<file path="src/rtl/crv32_soc.sv">
// iCE40 SoC: picorv32 native bus shared with a debug master, word RAM and an 8N1 UART.
// With cpu_n_reset low the dbg_* nets own the bus; reads return data one cycle after the request.
module crv32_soc #(
  parameter int CLK_HZ    = 12_000_000,
  parameter int BAUD      = 115200,
  parameter int RAM_WORDS = 1024
) (
  input  logic CLK,
  input  logic RESET,
  input  logic PICO_UART1_RX,
  output logic PICO_UART1_TX
);
  localparam int DIV  = CLK_HZ / BAUD;
  localparam int HALF = DIV / 2;
  localparam int CW   = $clog2(DIV);
  localparam int AW   = $clog2(RAM_WORDS);
  localparam logic [31:0] A_DATA = 32'h0001_0010;
  localparam logic [31:0] A_STAT = 32'h0001_0014;

  // Fixed-name nets; benches override these with force.
  logic        cpu_n_reset;
  logic        dbg_mem_op;
  logic [3:0]  dbg_wren;
  logic [31:0] dbg_adr, dbg_do, dbg_di;
  assign cpu_n_reset = RESET;
  assign dbg_mem_op  = 1'b0;
  assign dbg_wren    = 4'h0;
  assign dbg_adr     = 32'h0;
  assign dbg_do      = 32'h0;

  logic        mem_valid, mem_ready;
  logic [31:0] mem_addr, mem_wdata, mem_rdata;
  logic [3:0]  mem_wstrb;

`ifdef CRV32_WITH_PICORV32
  logic mem_instr, trap;
  picorv32 u_cpu (
    .clk(CLK), .resetn(cpu_n_reset), .trap(trap),
    .mem_valid(mem_valid), .mem_instr(mem_instr), .mem_ready(mem_ready),
    .mem_addr(mem_addr), .mem_wdata(mem_wdata), .mem_wstrb(mem_wstrb),
    .mem_rdata(mem_rdata)
  );
`else
  assign mem_valid = 1'b0;
  assign mem_addr  = 32'h0;
  assign mem_wdata = 32'h0;
  assign mem_wstrb = 4'h0;
`endif

  logic        mem_ready_q;
  logic        bus_valid;
  logic [3:0]  bus_wstrb;
  logic [31:0] bus_adr, bus_wdata, bus_rdata;

  // picorv32 keeps mem_valid up during the ready cycle; mask it so side effects fire once.
  assign bus_valid = cpu_n_reset ? (mem_valid & ~mem_ready_q) : dbg_mem_op;
  assign bus_wstrb = cpu_n_reset ? mem_wstrb : dbg_wren;
  assign bus_adr   = cpu_n_reset ? mem_addr  : dbg_adr;
  assign bus_wdata = cpu_n_reset ? mem_wdata : dbg_do;

  logic sel_ram, sel_data, sel_stat, bus_wr, bus_rd, wr_data, rd_data;
  assign sel_ram  = (bus_adr[31:AW+2] == '0);
  assign sel_data = (bus_adr == A_DATA);
  assign sel_stat = (bus_adr == A_STAT);
  assign bus_wr   = bus_valid & (|bus_wstrb);
  assign bus_rd   = bus_valid & ~(|bus_wstrb);
  assign wr_data  = bus_wr & sel_data;
  assign rd_data  = bus_rd & sel_data;

  // RAM: byte-strobed writes, registered read, contents not reset.
  logic [31:0] ram [RAM_WORDS];
  logic [31:0] ram_rd_q;
  logic [AW-1:0] ram_idx;
  assign ram_idx = bus_adr[AW+1:2];

  always_ff @(posedge CLK) begin
    if (bus_valid && sel_ram) begin
      for (int b = 0; b < 4; b++)
        if (bus_wstrb[b]) ram[ram_idx][8*b +: 8] <= bus_wdata[8*b +: 8];
      ram_rd_q <= ram[ram_idx];
    end
  end

  typedef enum logic [1:0] {S_IDLE, S_START, S_DATA, S_STOP} uart_st_e;

  // ---------------- TX ----------------
  uart_st_e       tx_st_q, tx_st_d;
  logic [CW-1:0]  tx_cnt_q, tx_cnt_d;
  logic [2:0]     tx_bit_q, tx_bit_d;
  logic [7:0]     tx_sh_q, tx_sh_d;
  logic           tx_q, tx_d;
  logic           tx_busy;
  assign tx_busy       = (tx_st_q != S_IDLE);
  assign PICO_UART1_TX = tx_q;

  always_comb begin
    tx_st_d  = tx_st_q;
    tx_cnt_d = tx_cnt_q + 1'b1;
    tx_bit_d = tx_bit_q;
    tx_sh_d  = tx_sh_q;
    tx_d     = tx_q;
    case (tx_st_q)
      S_IDLE: begin
        tx_cnt_d = '0;
        if (wr_data) begin
          tx_st_d = S_START;
          tx_sh_d = bus_wdata[7:0];
          tx_d    = 1'b0;
        end
      end
      S_START: if (tx_cnt_q == CW'(DIV-1)) begin
        tx_cnt_d = '0;
        tx_bit_d = '0;
        tx_st_d  = S_DATA;
        tx_d     = tx_sh_q[0];
      end
      S_DATA: if (tx_cnt_q == CW'(DIV-1)) begin
        tx_cnt_d = '0;
        tx_sh_d  = tx_sh_q >> 1;
        if (tx_bit_q == 3'd7) begin
          tx_st_d = S_STOP;
          tx_d    = 1'b1;
        end else begin
          tx_bit_d = tx_bit_q + 1'b1;
          tx_d     = tx_sh_q[1];
        end
      end
      S_STOP: if (tx_cnt_q == CW'(DIV-1)) begin
        tx_cnt_d = '0;
        tx_st_d  = S_IDLE;
      end
      default: tx_st_d = S_IDLE;
    endcase
  end

  always_ff @(posedge CLK or negedge RESET) begin
    if (!RESET) begin
      tx_st_q  <= S_IDLE;
      tx_cnt_q <= '0;
      tx_bit_q <= '0;
      tx_sh_q  <= '0;
      tx_q     <= 1'b1;
    end else begin
      tx_st_q  <= tx_st_d;
      tx_cnt_q <= tx_cnt_d;
      tx_bit_q <= tx_bit_d;
      tx_sh_q  <= tx_sh_d;
      tx_q     <= tx_d;
    end
  end

  // ---------------- RX ----------------
  logic           rx_s1_q, rx_s2_q, rx_prev_q;
  uart_st_e       rx_st_q, rx_st_d;
  logic [CW-1:0]  rx_cnt_q, rx_cnt_d;
  logic [2:0]     rx_bit_q, rx_bit_d;
  logic [7:0]     rx_sh_q, rx_sh_d, rx_byte_q, rx_byte_d;
  logic           rx_valid_q, rx_valid_d, overrun_q, overrun_d, ferr_q, ferr_d;
  logic           done_good, done_bad;

  always_comb begin
    rx_st_d   = rx_st_q;
    rx_cnt_d  = rx_cnt_q + 1'b1;
    rx_bit_d  = rx_bit_q;
    rx_sh_d   = rx_sh_q;
    done_good = 1'b0;
    done_bad  = 1'b0;
    case (rx_st_q)
      S_IDLE: begin
        rx_cnt_d = '0;
        if (rx_prev_q && !rx_s2_q) rx_st_d = S_START;
      end
      S_START: if (rx_cnt_q == CW'(HALF-1)) begin
        rx_cnt_d = '0;
        rx_bit_d = '0;
        rx_st_d  = rx_s2_q ? S_IDLE : S_DATA;
      end
      S_DATA: if (rx_cnt_q == CW'(DIV-1)) begin
        rx_cnt_d = '0;
        rx_sh_d  = {rx_s2_q, rx_sh_q[7:1]};
        if (rx_bit_q == 3'd7) rx_st_d = S_STOP;
        else                  rx_bit_d = rx_bit_q + 1'b1;
      end
      S_STOP: if (rx_cnt_q == CW'(DIV-1)) begin
        rx_cnt_d  = '0;
        rx_st_d   = S_IDLE;
        done_good = rx_s2_q;
        done_bad  = ~rx_s2_q;
      end
      default: rx_st_d = S_IDLE;
    endcase

    rx_byte_d  = rx_byte_q;
    rx_valid_d = rx_valid_q;
    overrun_d  = overrun_q;
    ferr_d     = ferr_q;
    // A completing byte beats a same-cycle DATA read.
    if (done_good) begin
      rx_byte_d  = rx_sh_q;
      rx_valid_d = 1'b1;
      overrun_d  = rx_valid_q & ~rd_data;
      ferr_d     = 1'b0;
    end else begin
      if (rd_data) begin
        rx_valid_d = 1'b0;
        overrun_d  = 1'b0;
      end
      if (done_bad) ferr_d = 1'b1;
    end
  end

  always_ff @(posedge CLK or negedge RESET) begin
    if (!RESET) begin
      rx_s1_q    <= 1'b1;
      rx_s2_q    <= 1'b1;
      rx_prev_q  <= 1'b1;
      rx_st_q    <= S_IDLE;
      rx_cnt_q   <= '0;
      rx_bit_q   <= '0;
      rx_sh_q    <= '0;
      rx_byte_q  <= '0;
      rx_valid_q <= 1'b0;
      overrun_q  <= 1'b0;
      ferr_q     <= 1'b0;
    end else begin
      rx_s1_q    <= PICO_UART1_RX;
      rx_s2_q    <= rx_s1_q;
      rx_prev_q  <= rx_s2_q;
      rx_st_q    <= rx_st_d;
      rx_cnt_q   <= rx_cnt_d;
      rx_bit_q   <= rx_bit_d;
      rx_sh_q    <= rx_sh_d;
      rx_byte_q  <= rx_byte_d;
      rx_valid_q <= rx_valid_d;
      overrun_q  <= overrun_d;
      ferr_q     <= ferr_d;
    end
  end

  // ---------------- read return ----------------
  logic        rd_ram_q;
  logic [31:0] per_rd_q, per_rd_d;

  always_comb begin
    per_rd_d = 32'h0;
    if (bus_rd && sel_data) per_rd_d = {24'h0, rx_byte_q};
    if (bus_rd && sel_stat) per_rd_d = {28'h0, ferr_q, overrun_q, rx_valid_q, tx_busy};
  end

  always_ff @(posedge CLK or negedge RESET) begin
    if (!RESET) begin
      rd_ram_q    <= 1'b0;
      per_rd_q    <= '0;
      mem_ready_q <= 1'b0;
    end else begin
      rd_ram_q    <= bus_rd & sel_ram;
      per_rd_q    <= per_rd_d;
      mem_ready_q <= cpu_n_reset & mem_valid & ~mem_ready_q;
    end
  end

  assign bus_rdata = rd_ram_q ? ram_rd_q : per_rd_q;
  assign dbg_di    = bus_rdata;
  assign mem_rdata = bus_rdata;
  assign mem_ready = mem_ready_q;
endmodule

</file>
<file path="config.mk">
export PLATFORM = sky130hd
export DESIGN_NAME = crv32_soc
export DESIGN_NICKNAME = d
export VERILOG_FILES = /design/src/rtl/crv32_soc.sv
export SDC_FILE = /design/constraint.sdc
export NUM_CORES = 1
export LEC_CHECK = 0
export CAP_MARGIN = 20
export CORE_MARGIN = 8
export CORE_UTILIZATION = 50
export DETAILED_ROUTE_END_ITERATION = 8
export PLACE_DENSITY = 0.72
export SETUP_SLACK_MARGIN = 0.1
export SLEW_MARGIN = 10
export SYNTH_ARGS = -nofsm -noshare
export SYNTH_HDL_FRONTEND = slang
export SYNTH_SLANG_ARGS = --single-unit
</file>
<file path="constraint.sdc">
create_clock -name CLK -period 2.2 [get_ports CLK]
set_clock_uncertainty 0.1 [all_clocks]
set_input_delay 0.33 -clock CLK [delete_from_list [all_inputs] [get_ports CLK]]
set_output_delay 0.33 -clock CLK [all_outputs]
set_load 0.1 [all_outputs]
</file>
==> flow_summary.yaml <==
worst_setup_path:
  crit_path_start_kind: "flip-flop"
  cp_num_buf_inv: 0
  critPathTopFamily: "compound AO/OA/AOI/OAI gates"
  cp_max_fo: 4
  rr_endpoint: "tx_bit_q[0]"
  r2r_start: "tx_bit_q[0]"
  timing.critical_path.mode_cell: "ha_1"
  crit_chain: "ha_1, ha_1, o21ai_0, nand3_1, a221o_1"
  r2r_slack_ps: 490
  endpoint_kind: "flip-flop"
  slowest_delay_ps: 410
  r2r_cells: 5
  worstSetupPathType: "reg2reg"
  critPathRequiredTime_ps: 2270
  cp_data_arrival_time_ps: 1770
  critPathSlowestCell: "dfrtp_1"
sta:
  min_period_ps: 1710
  tns_ps: 0
  setup_viol: 0
  slew_viol_final: 0
  fin_crit_sh_pct: 77.5
  worst_pin_slew_ps: 597
  fmax_ghz: 0.586
  slew_headroom_pct: 60.1
  hold_viol_final: 0
  rsz0062_at_grt: "no"
cts:
  cts_setup_buffers: 0
  cts_made_buffers: 3
  clk_root_buffer_cell: "clkbuf_4"
  cts_resized: 0
  clk_pin_slew_worst_paths_ps: 80
  tritoncts: "yes"
  clkLatencyLatePin_ps: 280
  clk_path_buf_depth: 2
  clock-sinks: 13
  cts-hold-fix-buffers: 0
  ctsHtreeMaxLevel: 1
logic_synthesis:
  synth_area_leaders: "dfrtp_1, ha_1, buf_6"
  synth_top_area_share_pct: 42.5
  synth_top_area_cell: "dfrtp_1"
  synth.yosys.seq_area_share_pct: 46.2
  synthCells: 66
  syn_avg_cell_area_um2: 10.7
  synthTopCellsByCount: "dfrtp_1, nor2_1, nand3_1"
  synth_edf_count: 0
  ys_types: 31
  synth_seq_cells: 13
  ys.warnings.count: 0
  synth_most_common_cell: "dfrtp_1"
  synth_ff_type: "dfrtp_1"
  synthArstFlopShare_pct: 100
  synth_area_um2: 707
  synth_nets: 72
die:
  start_util_pct: 53.7
  num_io_pins: 4
  die_area_um2: 2870
  fp.coreArea_um2: 1320
  fp.dieH_um: 53.6
  die_x_um: 53.6
  num_rows: 13
layout:
  final_util_pct: 55.8
  fin_nets: 76
  diodes: 0
  instances_no_fill: 84
  fill_cells: 124
  syn2layout_area_growth_pct: 4.07
  drive_gt1_share_pct: 11.6
route:
  wire_per_inst_um: 14.6
  antenna_left: 0
  wl_mm: 1.23
  vias: 510
  viasPerCell: 6.07
  drc: 0
  drt_first_pass_iters: 4
  drt_iter0_markers: 5
grt:
  overflow: 0
  grt_pass1_wl_mm: 2.13
  grt_max_degree: 14
  antenna_found_initial: 0
  grt_usage_pct: 10.1
  first_global_vias: 499
power_and_ir_drop:
  leakage_uw: 0.000316
  vdd_drop_max_mv: 0.308
  cellPowerDensity_nw_per_um2: 537
placed_design:
  numPortBuffers: 2
  dp_hpwl_um: 859
  dp.cells: 80
  routabilityCongestion: 0.787
worst_hold_path:
  hp-class: "in2async"
run:
  cap_viol_max_count: 0
run_status:
  status: "finished, final reports clean"
placed cells by master (no fill, tap or decap):
master and instances:
dfrtp_1 12, nor2_1 7, nand3_1 5, o21ai_0 3, ha_1 3, clkbuf_4 3
nand2_1 2, a21oi_1 2, xor2_1 2, xnor2_1 2, inv_1 2, a32oi_1 2
o2bb2ai_1 2, and2_1 2, dfstp_2 1, or3_1 1, or3b_4 1, o22ai_1 1
nor2b_1 1, and3b_2 1, a221oi_1 1, and3_1 1, nand4b_1 1, nor3b_1 1
and4b_1 1, and4bb_2 1, a221o_1 1, nor4_1 1, o31a_1 1, a311o_1 1
nand2b_1 1, clkbuf_1 1, clkdlybuf4s50_1 1, buf_4 1
logic make-up (layout without fill, tap and decap cells):
logic type	count (synthesis)	after routing	synth area share [%]
compound gates	14	14	14.7
flops	13	13	46.2
fa+ha+maj	3	3	5.31
buf+inv	5	8	5.84
simple gates	27	27	23.0
xor+xnor	4	4	4.96
through the flow:
step | instance area (um^2) | power (uW) | hold slack [ps] | setup WS, ps
floorplan | 707 | 244 | -65.6 | 611
global placement | 709 | 250 | 358 | 506
detailed placement | 709 | 250 | 361 | 496
CTS | 736 | 400 | 337 | 479
global route | 736 | 413 | 373 | 374
finish | 736 | 395 | 323 | 494
metal layers:
layer	routed length [um]	vias up	global-route usage, %
met4	31	0	6.30
met2	563	4	16.8
met1	600	250	11.0
li1	-	251	-
met3	29	5	3.31
met5	0	-	0
worst register-to-register path: cells and delay by family, from the launching register on:
family / cells / cell delay, ps
flip-flops: 1 / 410
adder cells (fa/ha/maj): 2 / 420
AND/OR/NAND/NOR: 1 / 140
AO/OA/AOI/OAI: 2 / 530
report_power, final:
group          total, uW  switching (uW)  internal (uW)  leakage, uW
Clock                150            79.9           70.4    0.0000150
Sequential           239               0            239     0.000178
Combinational       6.13            4.58           1.55     0.000123
worst max-delay path by stage:
stage / from / end / slack, ps / depth (start not counted)
floorplan: tx_bit_q[0] / tx_bit_q[0] / 610 / 5
global placement: tx_bit_q[0] / tx_bit_q[0] / 510 / 5
detailed placement: tx_bit_q[0] / tx_bit_q[0] / 500 / 5
CTS: tx_bit_q[0] / tx_bit_q[0] / 480 / 5
global route: tx_bit_q[0] / tx_bit_q[0] / 370 / 5
finish: tx_bit_q[0] / tx_bit_q[0] / 490 / 5
flip-flops by register name, summed over array words and instances (netlist names):
register	flops
tx_bit_q	3
tx_st_q	2
tx_cnt_q	7
PICO_UART1_TX	1
area by class of cell:
cell class | instances | area (um^2) | share of cell area, %
clock buffer | 4 | 26.3 | 3.57
inverter | 2 | 7.51 | 1.02
multi-input combinational | 48 | 339 | 46.1
sequential | 13 | 327 | 44.4
tap | 15 | 18.8 | 2.55
timing repair buffer | 2 | 17.5 | 2.38
Power figures use the tool's default switching activity.
